**config.mk**
```make
export PLATFORM = sky130hd
export DESIGN_NAME = decode_stage
export DESIGN_NICKNAME = d
export VERILOG_FILES = /design/src/rtl/mips_pkg.sv /design/src/rtl/instr_decoder.sv /design/src/rtl/decode_stage.sv
export SDC_FILE = /design/constraint.sdc
export NUM_CORES = 1
export LEC_CHECK = 0
export ABC_AREA = 0
export CAP_MARGIN = 10
export CORE_MARGIN = 3
export CORE_UTILIZATION = 45
export CTS_BUF_LIST = sky130_fd_sc_hd__clkbuf_2 sky130_fd_sc_hd__clkbuf_4 sky130_fd_sc_hd__clkbuf_8
export DETAILED_ROUTE_END_ITERATION = 10
export GPL_TIMING_DRIVEN = 1
export PLACE_DENSITY = 0.83
export SYNTH_ARGS = -nofsm -noshare
export SYNTH_HDL_FRONTEND = slang
export SYNTH_HIERARCHICAL = 1
export SYNTH_SLANG_ARGS = --single-unit
```
**constraint.sdc**
```tcl
create_clock -name clk -period 5.5 [get_ports clk]
set_input_delay 1.1 -clock clk [delete_from_list [all_inputs] [get_ports clk]]
set_output_delay 1.1 -clock clk [all_outputs]
set_load 0.05 [all_outputs]
```
**src/rtl/mips_pkg.sv**
```systemverilog
// Shared definitions for the mini-MIPS pipeline: opcode/funct codes, ALU op
// encoding and the ID/EX pipeline register bundle.
package mips_pkg;

    localparam int XLEN   = 32;
    localparam int RIDX_W = 5;

    localparam logic [5:0] OP_RTYPE = 6'h00;
    localparam logic [5:0] OP_ADDI  = 6'h08;
    localparam logic [5:0] OP_ANDI  = 6'h0C;
    localparam logic [5:0] OP_ORI   = 6'h0D;
    localparam logic [5:0] OP_LUI   = 6'h0F;
    localparam logic [5:0] OP_LW    = 6'h23;
    localparam logic [5:0] OP_SW    = 6'h2B;

    localparam logic [5:0] FN_SLL = 6'h00;
    localparam logic [5:0] FN_ADD = 6'h20;
    localparam logic [5:0] FN_SUB = 6'h22;
    localparam logic [5:0] FN_AND = 6'h24;
    localparam logic [5:0] FN_OR  = 6'h25;
    localparam logic [5:0] FN_SLT = 6'h2A;

    typedef enum logic [3:0] {
        ALU_ADD = 4'd0,
        ALU_SUB = 4'd1,
        ALU_AND = 4'd2,
        ALU_OR  = 4'd3,
        ALU_SLT = 4'd4,
        ALU_SLL = 4'd5,
        ALU_LUI = 4'd6
    } alu_op_e;

    typedef struct packed {
        logic              valid;
        logic [XLEN-1:0]   pc;
        logic [XLEN-1:0]   op1;
        logic [XLEN-1:0]   op2;
        logic [XLEN-1:0]   imm;
        logic              use_imm;
        logic [3:0]        alu_op;
        logic [RIDX_W-1:0] dst;
        logic              reg_write;
        logic              mem_read;
        logic              mem_write;
        logic              illegal;
    } id_ex_t;

endpackage

```
**src/rtl/instr_decoder.sv**
```systemverilog
// Purely combinational instruction decoder: control bits, immediate, ALU op,
// destination and which source registers the instruction actually reads.
module instr_decoder
    import mips_pkg::*;
(
    input  logic [31:0] instr,
    output logic [4:0]  rs,
    output logic [4:0]  rt,
    output logic [4:0]  dst,
    output logic [31:0] imm,
    output logic [3:0]  alu_op,
    output logic        use_imm,
    output logic        reg_write,
    output logic        mem_read,
    output logic        mem_write,
    output logic        reads_rs,
    output logic        reads_rt,
    output logic        illegal
);

    logic [5:0]  opcode;
    logic [5:0]  funct;
    logic [31:0] simm;
    logic [31:0] zimm;

    assign opcode = instr[31:26];
    assign funct  = instr[5:0];
    assign rs     = instr[25:21];
    assign rt     = instr[20:16];
    assign simm   = {{16{instr[15]}}, instr[15:0]};
    assign zimm   = {16'b0, instr[15:0]};

    always_comb begin
        // NOTE: every output is defaulted before the case so no path can infer a latch.
        dst       = instr[20:16];
        imm       = '0;
        alu_op    = ALU_ADD;
        use_imm   = 1'b0;
        reg_write = 1'b0;
        mem_read  = 1'b0;
        mem_write = 1'b0;
        reads_rs  = 1'b0;
        reads_rt  = 1'b0;
        illegal   = 1'b0;

        case (opcode)
            OP_RTYPE: begin
                dst       = instr[15:11];
                reg_write = 1'b1;
                reads_rs  = 1'b1;
                reads_rt  = 1'b1;
                case (funct)
                    FN_ADD: alu_op = ALU_ADD;
                    FN_SUB: alu_op = ALU_SUB;
                    FN_AND: alu_op = ALU_AND;
                    FN_OR:  alu_op = ALU_OR;
                    FN_SLT: alu_op = ALU_SLT;
                    FN_SLL: begin
                        // Shift amount comes from shamt, so rs is not a source.
                        alu_op   = ALU_SLL;
                        use_imm  = 1'b1;
                        imm      = {27'b0, instr[10:6]};
                        reads_rs = 1'b0;
                    end
                    default: begin
                        illegal   = 1'b1;
                        reg_write = 1'b0;
                        reads_rs  = 1'b0;
                        reads_rt  = 1'b0;
                    end
                endcase
            end
            OP_ADDI: begin
                imm       = simm;
                use_imm   = 1'b1;
                reg_write = 1'b1;
                reads_rs  = 1'b1;
            end
            OP_LW: begin
                imm       = simm;
                use_imm   = 1'b1;
                reg_write = 1'b1;
                mem_read  = 1'b1;
                reads_rs  = 1'b1;
            end
            OP_SW: begin
                imm       = simm;
                use_imm   = 1'b1;
                mem_write = 1'b1;
                reads_rs  = 1'b1;
                reads_rt  = 1'b1;
            end
            OP_ANDI: begin
                alu_op    = ALU_AND;
                imm       = zimm;
                use_imm   = 1'b1;
                reg_write = 1'b1;
                reads_rs  = 1'b1;
            end
            OP_ORI: begin
                alu_op    = ALU_OR;
                imm       = zimm;
                use_imm   = 1'b1;
                reg_write = 1'b1;
                reads_rs  = 1'b1;
            end
            OP_LUI: begin
                alu_op    = ALU_LUI;
                imm       = {instr[15:0], 16'b0};
                use_imm   = 1'b1;
                reg_write = 1'b1;
            end
            default: illegal = 1'b1;
        endcase
    end

endmodule

```
**src/rtl/decode_stage.sv**
```systemverilog
// ID stage: decode, register-file index drive, EX/MEM and MEM/WB forwarding,
// load-use hazard detection and the ID/EX pipeline register.
module decode_stage
    import mips_pkg::*;
#(
    parameter int DATA_W = 32,
    parameter int REG_AW = 5
) (
    input  logic              clk,
    input  logic              reset,
    input  logic              if_valid,
    input  logic [31:0]       if_instr,
    input  logic [DATA_W-1:0] if_pc,
    output logic [REG_AW-1:0] rf_rs,
    output logic [REG_AW-1:0] rf_rt,
    input  logic [DATA_W-1:0] rf_rd1,
    input  logic [DATA_W-1:0] rf_rd2,
    input  logic              ex_stall_in,
    input  logic              flush,
    input  logic              mem_reg_write,
    input  logic [REG_AW-1:0] mem_rd,
    input  logic [DATA_W-1:0] mem_result,
    input  logic              wb_reg_write,
    input  logic [REG_AW-1:0] wb_rd,
    input  logic [DATA_W-1:0] wb_data,
    output logic              id_stall,
    output logic              ex_valid,
    output logic [DATA_W-1:0] ex_pc,
    output logic [DATA_W-1:0] ex_op1,
    output logic [DATA_W-1:0] ex_op2,
    output logic [DATA_W-1:0] ex_imm,
    output logic              ex_use_imm,
    output logic [3:0]        ex_alu_op,
    output logic [REG_AW-1:0] ex_dst,
    output logic              ex_reg_write,
    output logic              ex_mem_read,
    output logic              ex_mem_write,
    output logic              ex_illegal
);

    logic [4:0]  dec_rs, dec_rt, dec_dst;
    logic [31:0] dec_imm;
    logic [3:0]  dec_alu_op;
    logic        dec_use_imm, dec_reg_write, dec_mem_read, dec_mem_write;
    logic        dec_reads_rs, dec_reads_rt, dec_illegal;

    instr_decoder u_decoder (
        .instr     (if_instr),
        .rs        (dec_rs),
        .rt        (dec_rt),
        .dst       (dec_dst),
        .imm       (dec_imm),
        .alu_op    (dec_alu_op),
        .use_imm   (dec_use_imm),
        .reg_write (dec_reg_write),
        .mem_read  (dec_mem_read),
        .mem_write (dec_mem_write),
        .reads_rs  (dec_reads_rs),
        .reads_rt  (dec_reads_rt),
        .illegal   (dec_illegal)
    );

    assign rf_rs = dec_rs;
    assign rf_rt = dec_rt;

    // The WB source is still needed: the register file only commits it at the edge.
    function automatic logic [XLEN-1:0] forward(
        input logic [RIDX_W-1:0] idx,
        input logic [XLEN-1:0]   rf_val,
        input logic              m_we,
        input logic [RIDX_W-1:0] m_rd,
        input logic [XLEN-1:0]   m_val,
        input logic              w_we,
        input logic [RIDX_W-1:0] w_rd,
        input logic [XLEN-1:0]   w_val
    );
        if (idx == '0)                    return '0;
        else if (m_we && (m_rd == idx))   return m_val;
        else if (w_we && (w_rd == idx))   return w_val;
        else                              return rf_val;
    endfunction

    id_ex_t id_ex_q;
    id_ex_t id_ex_d;
    logic   load_use;

    assign load_use = id_ex_q.valid && id_ex_q.mem_read && (id_ex_q.dst != '0) && if_valid &&
                      ((dec_reads_rs && (id_ex_q.dst == dec_rs)) ||
                       (dec_reads_rt && (id_ex_q.dst == dec_rt)));

    assign id_stall = !reset && !flush && (ex_stall_in || load_use);

    always_comb begin
        id_ex_d           = '0;
        id_ex_d.valid     = 1'b1;
        id_ex_d.pc        = if_pc;
        id_ex_d.op1       = forward(dec_rs, rf_rd1, mem_reg_write, mem_rd, mem_result,
                                    wb_reg_write, wb_rd, wb_data);
        id_ex_d.op2       = forward(dec_rt, rf_rd2, mem_reg_write, mem_rd, mem_result,
                                    wb_reg_write, wb_rd, wb_data);
        id_ex_d.imm       = dec_imm;
        id_ex_d.use_imm   = dec_use_imm;
        id_ex_d.alu_op    = dec_alu_op;
        id_ex_d.dst       = dec_dst;
        id_ex_d.reg_write = dec_reg_write;
        id_ex_d.mem_read  = dec_mem_read;
        id_ex_d.mem_write = dec_mem_write;
        id_ex_d.illegal   = dec_illegal;
    end

    // NOTE: state is updated with non-blocking assignments so every reader sees pre-edge values.
    always_ff @(posedge clk or posedge reset) begin
        if (reset)              id_ex_q <= '0;
        else if (flush)         id_ex_q <= '0;
        else if (ex_stall_in)   id_ex_q <= id_ex_q;
        else if (load_use)      id_ex_q <= '0;
        else if (if_valid)      id_ex_q <= id_ex_d;
        else                    id_ex_q <= '0;
    end

    assign ex_valid     = id_ex_q.valid;
    assign ex_pc        = id_ex_q.pc;
    assign ex_op1       = id_ex_q.op1;
    assign ex_op2       = id_ex_q.op2;
    assign ex_imm       = id_ex_q.imm;
    assign ex_use_imm   = id_ex_q.use_imm;
    assign ex_alu_op    = id_ex_q.alu_op;
    assign ex_dst       = id_ex_q.dst;
    assign ex_reg_write = id_ex_q.reg_write;
    assign ex_mem_read  = id_ex_q.mem_read;
    assign ex_mem_write = id_ex_q.mem_write;
    assign ex_illegal   = id_ex_q.illegal;

endmodule

```
-- Word level (Yosys, flattened, before mapping)
Index checks and enable logic that the tools add are counted.
- eq/ne operators: 18
- multiplexer cells: 26
- reductions and logical operators: 28
- operators by type and width (kind ; count):
    $mux W143 ; 4
    $mux W32 ; 6
    $pmux W32 S4 ; 1
    $eq A6 B6 Y1 const B ; 7
    $eq A5 B5 Y1 ; 6
    $eq A6 B4 Y1 const B ; 4
    $pmux W4 S4 ; 1
    $pmux W3 S5 ; 1
    $reduce_or A5 Y1 ; 3
    $logic_and A1 B1 Y1 ; 12
    $logic_not A6 Y1 ; 2
    $reduce_or A6 Y1 ; 2
    $logic_not A5 Y1 ; 2
    $mux W5 ; 2
    $pmux W1 S2 ; 5
    $mux W1 ; 6
    $reduce_bool A5 Y1 ; 1
    $reduce_or A3 Y1 ; 1
    $logic_not A1 Y1 ; 2
    $logic_or A1 B1 Y1 ; 2
    $ne A2 B1 Y1 const B ; 1
    $reduce_or A2 Y1 ; 1
- bits of input ports: 209
- flip-flop bits (word level): 143
- word-level logic and storage cells: 84
- output and inout bits: 154

-- Longest topological paths before layout
Gate-level depths: netlist (run 1).
- depth in word-level cells: 10
- mapped depth: 12
- depth with buffers taken out: 8

-- Cells and area by module
Netlist (run 1), hierarchy kept.
- modules (own cells, without submodules) (module ; times used ; seq. area each (um^2) ; area each (um^2) ; cells an instance):
    decode_stage ; 1 ; 3578.4 ; 8042.7 ; 681
    instr_decoder ; 1 ; 0.0 ; 764.5 ; 114

-- Least setup slack after synthesis (run 1)
OpenSTA, ideal clock, no wires.
- path kind: input to output
- start: input if_instr[28]
- end: output id_stall
- path slack: 757 ps
- stages on the path: 10
- data required time: 4400 ps
- arrival: 3643 ps
- path buffers: 2
- cell sequence: buf_6 and2b_2 o32a_2 nor2_2 clkbuf_1 a41o_1 nand2_1 o22ai_1 a21oi_1 nor3_1
- word-level cells in the longest chain between the ends: 8
- elaborated cells between the ends (all ways): 15
- classes of those cells: 5 x eq/ne; 2 x mux; 8 x reduce/logical
- ends and longest elaborated chain (item ; line ; RTL):
    from (decl) ; decode_stage.sv:12 ; input logic [31:0] if_instr,
    $eq A6 B4 Y1 / $eq A6 B6 Y1 (equally long branches) ; instr_decoder.sv:46 ; case (opcode)
    $reduce_or A5 Y1 (no source line) ; -- ;
    $pmux W1 S2 (*) ; instr_decoder.sv:46 ;
    net dec_reads_rs ; decode_stage.sv:45 ; logic dec_reads_rs, dec_reads_rt, dec_illegal;
    $logic_and A1 B1 Y1 (*) ; decode_stage.sv:88 ; ((dec_reads_rs && (id_ex_q.dst == dec_rs)) ||
    $logic_or A1 B1 Y1 (*) ; decode_stage.sv:88 ;
    $logic_and A1 B1 Y1 (*) ; decode_stage.sv:87 ; assign load_use = id_ex_q.valid && id_ex_q.mem_read && (id_ex_q.dst != '0) && if_valid &&
    $logic_or A1 B1 Y1 (*) ; decode_stage.sv:91 ; assign id_stall = !reset && !flush && (ex_stall_in || load_use);
    $logic_and A1 B1 Y1 (*) ; decode_stage.sv:91 ;
    to (decl) ; decode_stage.sv:26 ; output logic id_stall,
Mark *: on every way through the listed nets, which the timed path passes. The rest lies on a longest branch.

-- Final worst setup path (run 1)
- start: input if_instr[28]
- end: output id_stall
- elaborated cells between the ends (all ways): 15
- classes of those cells: 5 x eq/ne; 2 x mux; 8 x reduce/logical
- RTL lines (item ; line ; RTL):
    $eq A6 B6 Y1 / $logic_not A6 Y1 (equally long branches) ; instr_decoder.sv:46 ;
    $pmux W1 S2 (*) ; instr_decoder.sv:46 ;
    net dec_reads_rt ; decode_stage.sv:45 ;
    $logic_and A1 B1 Y1 (*) ; decode_stage.sv:89 ; (dec_reads_rt && (id_ex_q.dst == dec_rt)));
    $logic_or A1 B1 Y1 (*) ; decode_stage.sv:88 ;
    $logic_and A1 B1 Y1 (*) ; decode_stage.sv:87 ;
    $logic_or A1 B1 Y1 (*) ; decode_stage.sv:91 ;
    $logic_and A1 B1 Y1 (*) ; decode_stage.sv:91 ;
Marks and branches as above.

==> qor.txt, run 1 <==
Crit. End Element = output pin
Slew Limit Fails = 0
CP startpoint kind = primary input
worst skew pair latency = 0.45 ns
Hold WC Path Type = reg -> reg
FFs w/ async S/R, synth = 100.0%
CTS Sinks = 143
DIE HEIGHT = 145.9 um
GRT met3 Usage = 8.658%
WHS Endpoint = ex_op1[30]
filler cell count = 1,460
number of diodes = 0
Die W = 145.9 um
Max clock buf depth = 2
H-tree levels = 4
Synth area leader = dfrtp_1
Pwr Density = 209.6 nW/um^2
Critical Path, Cell by Cell = clkdlybuf4s50_1 -> or4_4 -> nor3_1 -> o21ai_0 -> nand2b_1 -> nand2_1 -> o22ai_1 -> a21oi_1 -> nor3_1 -> buf_12
crit path time final = 4.932 ns
Ys Warns = 6
first-pass GRT wire length = 49,990 um
Critical R2R Launch = ex_dst[2]
hold_sp = ex_op1[30]
clock skew = 0.01609 ns
slowest CP cell = or4_4
RR Endpoint = ex_op2[2]
largest net degree at the start of global routing = 68
Ports = 363
Yosys top cell area share = 40.63%
Leak = 0.005632 uW
initial core utilization = 46.46%
Crit path top cell by count = nor3_1
most frequent cells in the layout = clkdlybuf4s50_1, dfrtp_1, a22o_1, nand2_1, nor2_1
number of synthesized flops with an enable pin = 0
CP Max Fanout = 10
Net Count, Synth = 1,004
Root Buffer = clkbuf_8
DR vias/cell = 6.007
fin nets = 1,307
Reg clk slew, reported paths = 0.09 ns
hold depth = 2
max incr delay on CP = 0.59 ns
largest cells by area after synthesis = dfrtp_1, o41ai_2, a221oi_2, a22o_1, and3_1
Hold-fix buffers, CTS = 0
grt peak-use layer = met2
Cell Area, Synth = 8807 sq um
vias in the first global route = 8,578
crit path kind = in -> out
crit path launch = if_instr[28]
post-synthesis sequential area ratio = 40.63%
Final Hold Vio Count = 0
most frequently used flop master after synthesis = dfrtp_1
share of cells above drive strength 1 = 18.45%
unrepaired setup endpoints after global routing = no
worst r2r path cells = 6
Routed Antenna Nets = 0
Port Buf Inserts = 362
post-CTS resize count = 0
setup_tns = 0 ns
Tcrit/Tclk final = 89.67%
initial antenna violation count = 0
synth unique cells = 52
Starting DRT DRC Count = 475
DRT Pass-1 Iters = 5
VDD IR-drop max = 0.1315 mV
routed wire length = 31,950 um
met2 Usage GRT = 47.83%
Final Total Pwr = 2690 uW
MaxCap Viol Count = 0
Total GRT Usage = 29.46%
die area = 21,290 sq um
CTS Buf Count = 17
Setup Viol. Count Final = 0
core area = 18,960 sq um
total grt overflow = 0
DR vias = 8,235
status = completed
Syn Area/Cell = 11.08 sq um
CTS tree = yes
GR Util met1 = 37.22%
Worst EP arrival = 3.83 ns
Max-slew headroom = 19.05%
Worst Path Required = 4.40 ns
# Post-CTS Setup Buffers = 0
# rows = 50
post-detailed-route wirelength per cell = 23.30 um
achievable clock frequency = 202.8 MHz
GP Congestion = 0.8872
Layout area overhead = 45.73%
number of register bits inferred by synthesis = 143
gate count after technology mapping = 795
reg2reg setup slack = 2.84 ns
worst-margin pin slew = 1.210 ns
detailed-route DRC error count = 0
post-DP HPWL = 22,160 um
commonest non-fill, non-tap cell in the layout = clkdlybuf4s50_1
-- metal layers --
metal | wire length, um | vias up | share of wire [%]
li1 | - | 3639 | -
met1 | 12330 | 4054 | 39
met2 | 15370 | 477 | 48
met3 | 3324 | 65 | 10
met4 | 918 | 0 | 2.9
met5 | 0 | - | 0
-- final cells by class --
| class | instances | area [sq um] | share of cell area (%) |
|---|---|---|---|
| well taps | 260 | 325.3 | 2.535 |
| repair buffers | 382 | 3784 | 29.48 |
| clock buffers | 17 | 234.0 | 1.823 |
| flip-flops and latches | 143 | 3578 | 27.88 |
| multi-input cells | 553 | 4721 | 36.78 |
| clock inverters | 15 | 183.9 | 1.433 |
| inverters | 1 | 8.758 | 0.06824 |
-- registers in the layout (all words and copies together), names as in the netlist --
name / cells
ex_alu_op: 4
ex_dst: 5
ex_illegal: 1
ex_imm: 32
ex_mem_read: 1
ex_mem_write: 1
ex_op1: 32
ex_op2: 32
ex_pc: 32
ex_reg_write: 1
ex_use_imm: 1
ex_valid: 1
-- where the power goes --
part | leakage [uW] | total [uW] | switching, uW | internal, uW
Combinational | 0.00346 | 690 | 386 | 304
Clock | 0.000210 | 895 | 504 | 391
Sequential | 0.00196 | 1110 | 22.6 | 1080
-- metrics by stage --
step	util, %	hold WS, ns	area (sq um)	setup WS (ns)	cells
final	67.71	0.4810	12830	0.5683	1371
after global routing	67.71	0.4951	12830	0.4234	1371
after CTS	67.71	0.4810	12830	0.6043	1371
after detailed placement	65.51	0.4585	12420	0.6026	1339
after global placement	65.51	0.4571	12420	0.6799	1339
after floorplan	-	0.7544	8807	0.5621	795
-- how the worst max path moves through the flow --
stage,to,slack [ns]
floorplan,ex_alu_op[0],0.56
global placement,id_stall,0.68
detailed placement,id_stall,0.60
CTS,id_stall,0.60
global route,id_stall,0.42
finish,id_stall,0.57
-- worst max-delay path: cells and delay by family --
family	cells	cell delay, ns
AO/OA/AOI/OAI	3	0.70
buffers and inverters	2	0.76
AND/OR/NAND/NOR	5	1.28
-- Yosys cell counts (5+ instances only) --
master and number:
xor2_1 17, nand2b_1 5, xnor2_1 14, mux2_2 5
and2_1 16, buf_6 12, a21o_1 16, a221oi_2 60
o41ai_2 61, dfrtp_1 143, and3_1 65, buf_4 19
nor2_1 74, nand2_1 75, a22o_1 83, buf_2 14
clkbuf_1 47, nor3_1 7, a21oi_1 5
-- logic make-up after synthesis --
logic type                after synthesis  synth area share, %
AOI/OAI and AO/OA                     245                33.20
xor gates and xnor gates               31                3.083
buffers and inverters                  99                6.421
DFF                                   143                40.63
muxes                                   6               0.7529
other                                   1              0.04258
and+or+nand+nor                       270                15.87
No activity file was read; power rests on OpenSTA's default activity.
==> run 2: changes to the inputs <==
SLEW_MARGIN = 20   (was not set)
TNS_END_PERCENT = 30   (was not set)
==> run 2 against run 1 <==
  * Total power about the same
  * Count of clock-buffer cells in the layout unchanged
  * Maximum frequency increased by 0.34%
  * Critical endpoint unchanged
  * Largest power group unchanged
  * Combinational power about the same
  * Hold slack about the same
  * Cell area about the same
  * Highest routed layer unchanged
  * Critical path type unchanged
  * Critical path depth unchanged
  * Non-clock buffer count unchanged
  * Sequential power about the same
==> qor.txt, run 2 (synthesis results as in run 1) <==
worst skew pair latency = 0.45 ns (about the same)
Routed Antenna Nets = 0 (unchanged)
achievable clock frequency = 203.5 MHz (+0.34%)
Sw Pwr = 914.3 uW (+0.20%)
CTS Sinks = 143 (unchanged)
Int Pwr = 1778 uW (unchanged)
most frequent cells in the layout = clkdlybuf4s50_1, dfrtp_1, a22o_1, nand2_1, nor2_1
worst-margin pin slew = 1.117 ns (-0.09235 ns)
post-CTS resize count = 0 (unchanged)
Hold WC Path Type = reg -> reg
filler cell count = 1,459 (-0.068%)
GP Congestion = 0.8872 (unchanged)
Crit path top cell by count = nor3_1
post-layout worst setup margin = 0.5848 ns (+0.01648 ns)
Reg clk slew, reported paths = 0.09 ns (about the same)
max incr delay on CP = 0.59 ns (about the same)
VDD IR-drop max = 0.1320 mV (+0.35%)
Slew Limit Fails = 0 (unchanged)
status = completed
CTS tree = yes
Worst Hold Slack = 0.4810 ns (-0.00001400 ns)
Sequential Power Share = 41.1% (about the same)
pre-CTS WS = 0.6026 ns (unchanged)
DR vias/cell = 5.977 (-0.50%)
share of cells above drive strength 1 = 18.54% (+0.090 points)
Final Non-Filler Cells = 1,371 (unchanged)
first-pass GRT wire length = 49,990 um (unchanged)
DIE HEIGHT = 145.9 um (unchanged)
Max clock buf depth = 2 (unchanged)
DR vias = 8,194 (-0.50%)
post-detailed-route wirelength per cell = 23.38 um (+0.33%)
hold depth = 2 (unchanged)
Crit. End Element = output pin
post-DP HPWL = 22,160 um (unchanged)
# Post-CTS Setup Buffers = 0 (unchanged)
DRT Pass-1 Iters = 5 (unchanged)
unrepaired setup endpoints after global routing = no
Worst EP arrival = 3.82 ns (about the same)
MaxCap Viol Count = 0 (unchanged)
Final Hold Vio Count = 0 (unchanged)
crit path kind = in -> out
commonest non-fill, non-tap cell in the layout = clkdlybuf4s50_1
Port Buf Inserts = 362 (unchanged)
worst r2r path cells = 6 (unchanged)
Critical Path, Cell by Cell = clkdlybuf4s50_1 -> or4_4 -> nor3_1 -> o21ai_0 -> nand2b_1 -> nand2_1 -> o22ai_1 -> a21oi_1 -> nor3_1 -> buf_12
setup_tns = 0 ns (unchanged)
total grt overflow = 0 (unchanged)
Total GRT Usage = 29.46% (unchanged)
core area = 18,960 sq um (unchanged)
Max-slew headroom = 25.51% (+6.5 points)
largest net degree at the start of global routing = 68 (unchanged)
Logic pwr share = 25.6% (about the same)
dpl cells = 1,339 (unchanged)
Ports = 363 (unchanged)
number of diodes = 0 (unchanged)
Leak = 0.005632 uW (about the same)
Starting DRT DRC Count = 481 (+1.3%)
vias in the first global route = 8,578 (unchanged)
Tcrit/Tclk final = 89.37% (-0.30 points)
H-tree levels = 4 (unchanged)
Layout area overhead = 45.76% (about the same)
initial core utilization = 46.46% (unchanged)
register area = 3578 sq um (unchanged)
slowest CP cell = or4_4
# rows = 50 (unchanged)
clock power share = 33.3% (about the same)
crit path time final = 4.915 ns (-0.01648 ns)
CP Max Fanout = 10 (unchanged)
clock skew = 0.01496 ns (-0.001126 ns)
multi-input logic area = 4723 sq um (about the same)
initial antenna violation count = 0 (unchanged)
Root Buffer = clkbuf_8
die area = 21,290 sq um (unchanged)
CTS Buf Count = 17 (unchanged)
Setup Viol. Count Final = 0 (unchanged)
Sw Ratio = 33.96% (+0.046 points)
fin nets = 1,307 (unchanged)
Worst Path Required = 4.40 ns (about the same)
CP startpoint kind = primary input
Die W = 145.9 um (unchanged)
routed wire length = 32,050 um (+0.33%)
Hold-fix buffers, CTS = 0 (unchanged)
Pwr Density = 209.7 nW/um^2 (about the same)
detailed-route DRC error count = 0 (unchanged)
## run 2: cell counts in the layout (fill, tap and decap cells not counted)
Identical to the previous run, type by type.
## run 2: critical path: cells and delay by family
kind | cells | cell delay, ns
AOI/OAI and AO/OA | 3 | 0.68
buffers and inverters | 2 | 0.76
and+or+nand+nor | 5 | 1.27
## run 2: final timing paths
| kind | slack [ns] | start | end |
|---|---|---|---|
| max | 0.58 | if_instr[28] | id_stall |
| min | 0.48 | ex_op1[30] | ex_op1[30] |
| max reg2reg | 2.86 | ex_dst[2] | ex_op2[2] |
| min reg2reg | 0.48 | ex_op1[30] | ex_op1[30] |
| max in group asynchronous | 3.35 | reset | ex_op1[30] |
| min in group asynchronous | 1.14 | reset | ex_pc[30] |
## run 2: area by class of cell
type	instances	share of cell area, %
Clock inverter	15	1.433
Tap cell	260	2.534
Clock buffer	17	1.823
Sequential cell	143	27.88
Timing Repair Buffer	382	29.47
Multi-Input combinational cell	553	36.79
Inverter	1	0.06823
## run 2: routing by layer
layer | global-route usage, % | up-vias | wire (um)
li1 | - | 3639 | -
met1 | 37.22 | 4043 | 12670
met2 | 47.83 | 449 | 15360
met3 | 8.658 | 63 | 3092
met4 | 11.35 | 0 | 918
met5 | 0 | - | 0
## run 2: stage by stage
stage / power (uW) / util (%) / instance area (sq um)
5_1_grt: 2797 / 67.72 / 12840
3_3_place_gp: 1806 / 65.51 / 12420
2_1_floorplan: 1505 / - / 8807
3_5_place_dp: 1814 / 65.51 / 12420
4_1_cts: 2715 / 67.71 / 12830
6_report: 2692 / 67.72 / 12840
## run 2: power groups by stage
stage | clock network, uW | registers [uW] | logic [uW]
4_1_cts | 919 | 1110 | 690
3_3_place_gp | 0 | 1120 | 681
6_report | 896 | 1110 | 691
5_1_grt | 963 | 1110 | 725
2_1_floorplan | 0 | 1240 | 268
3_5_place_dp | 0 | 1130 | 688
==> patch: new RTL, settings of run 1 <==
Make the reset (`reset`) synchronous in one clocked block.
--- a/src/rtl/decode_stage.sv
+++ b/src/rtl/decode_stage.sv
@@ -109,7 +109,7 @@
     end
 
     // NOTE: state is updated with non-blocking assignments so every reader sees pre-edge values.
-    always_ff @(posedge clk or posedge reset) begin
+    always_ff @(posedge clk) begin
         if (reset)              id_ex_q <= '0;
         else if (flush)         id_ex_q <= '0;
         else if (ex_stall_in)   id_ex_q <= id_ex_q;
Check against the original RTL: differs if reset is asserted again (counterexample within 4 cycles, from zero or initial values and one cycle with reset high); with reset held inactive, the same outputs for 4 cycles.
==> patch against run 1 <==
- final area is 5.9% lower
- die area shrank 8.9%
- fmax is 1.9% higher
- routed wire length is 4.3% lower
- setup slack better by 0.090 ns
- total power shrank 7.1%
- area after synthesis shrank 9.2%
- highest routed layer is now met5
- cell count shrank 2.2%
- first-iteration DRC count rose by 4.2%
- via count is 2.4% lower
- global-route usage grew 0.73 points
- sequential cell count did not move
- sequential power down 5%
==> patch: results (changes against run 1) <==
| Metric | Value |
|---|---|
| Dpl hpwl | `21,600 um (-2.4%)` |
| Fill count | `1,375 (-5.8%)` |
| LEAKAGE | `4.82 nW (-14%)` |
| Post-synthesis mux area share | `0.830% (+0.077 points)` |
| Insertion delay to the later sink of the worst-skew pair | `0.47 ns (+0.02 ns)` |
| Crit-path max FO | `17 (+7)` |
| Capture point of the worst reg-to-reg path | `ex_op1[2]$_SDFFE_PN0N_` |
| GP Congestion | `0.905 (+2.0%)` |
| FFs w/ async S/R, synth | `0% (-100 points)` |
| Compound-Gate Fraction of Synth Area | `36.7% (+3.5 points)` |
| First-pass GRT wire length | `46,800 um (-6.3%)` |
| CP top delay family | `buffers and inverters` |
| Setup slack, reg-to-reg | `3.18 ns (+0.34 ns)` |
| Clock Skew | `0.0208 ns (+0.00476 ns)` |
| Met3 Usage GRT | `11.6% (+2.9 points)` |
| Initial antenna violation count | `4 (+4)` |
| Reg2reg start | `ex_dst[4]$_SDFFE_PN0N_` |
| Peak VDD IR | `139 uV (+5.7%)` |
| Post-synthesis sequential area ratio | `35.8% (-4.8 points)` |
| Status | `completed` |
| Met1 GRT Util | `35.8% (-1.5 points)` |
| Slowest stage cell, crit path | `clkdlybuf4s50_1` |
| Hold_ws | `0.459 ns (-0.0222 ns)` |
| Largest net degree at the start of global routing | `92 (+35%)` |
| Synth cell count leaders | `dfxtp_1, a22o_1, nor2_1` |
| Synthesized Nets | `1,006 (+0.20%)` |
| Worst-Margin Slew | `1.05 ns (-0.163 ns)` |
| Post-synth cell types | `51 (-1.9%)` |
| CP arrival | `3.74 ns (-0.09 ns)` |
| CP Launch Point | `if_instr[28]` |
| Top post-synthesis cells by area | `dfxtp_1, o41ai_2, a221oi_2` |
| NumNets Final | `1,310 (+0.23%)` |
| Fraction of layout cells with a size suffix above 1 | `18.3% (-0.14 points)` |
-- patch: changes by cell type in the layout (fill, tap and decap cells not counted), moves of 2 or more --
| cell | run 1 | this run |
|---|---|---|
| dfrtp_1 | 143 | 0 |
| dfxtp_1 | 0 | 143 |
| diode_2 | 0 | 2 |
| nand3_2 | 0 | 2 |
| nand3_4 | 2 | 0 |
-- patch: through the flow --
stage               std cells  instance area, um^2  util, %  setup WS, ns
floorplan                 797                 7990        -         0.713
global placement         1307                11600     67.1         0.795
detailed placement       1307                11600     67.1         0.725
CTS                      1339                12100     69.6         0.693
global route             1341                12100     69.6         0.536
finish                   1341                12100     69.6         0.659
-- patch: where the power goes --
part	leakage (nW)	switching, mW	internal [mW]	total, mW
clock	0.211	0.508	0.391	0.899
combinational	3.45	0.278	0.259	0.538
sequential	1.16	0.0108	1.05	1.06
-- patch: kinds of logic (layout without fill, tap and decap cells) --
family,Yosys count,count (layout)
xor+xnor,31,31
simple gates,271,271
mux,6,6
compound gates,247,247
flops,143,143
other cells,1,3
buf+inv,98,415
-- patch: final cells by class --
| cell class | instances | share of cell area, % |
|---|---|---|
| Tap cell | 225 | 2.33 |
| Clock buffer | 17 | 1.94 |
| Timing Repair Buffer | 383 | 31.5 |
| Multi-Input combinational cell | 556 | 39.0 |
| Sequential cell | 143 | 23.7 |
| Antenna cell | 2 | 0.0414 |
| Clock inverter | 15 | 1.56 |
-- patch: worst register-to-register path, cell delays in order (launching register included) --
cell	delay, ns
dfxtp_1	0.46
xnor2_1	0.15
nand4_1	0.18
o22ai_1	0.21
buf_4	0.17
a21bo_4	0.51
buf_12	0.35
o41ai_2	0.14
-- patch: routing by layer --
layer  share of wire (%)  routed length [um]
met3                  11                3250
met2                  47               14300
met1                  38               11700
met4                 4.0                1210
met5               0.088                  27
-- patch: worst min path at each step --
stage,startpoint,to,cells after the start
floorplan,ex_op2[0]$_SDFFE_PN0N_,ex_op2[0]$_SDFFE_PN0N_,2
global placement,ex_op2[23]$_SDFFE_PN0N_,ex_op2[23]$_SDFFE_PN0N_,2
detailed placement,ex_op2[7]$_SDFFE_PN0N_,ex_op2[7]$_SDFFE_PN0N_,2
CTS,ex_op2[25]$_SDFFE_PN0N_,ex_op2[25]$_SDFFE_PN0N_,2
global route,ex_op2[23]$_SDFFE_PN0N_,ex_op2[23]$_SDFFE_PN0N_,2
finish,ex_op2[25]$_SDFFE_PN0N_,ex_op2[25]$_SDFFE_PN0N_,2
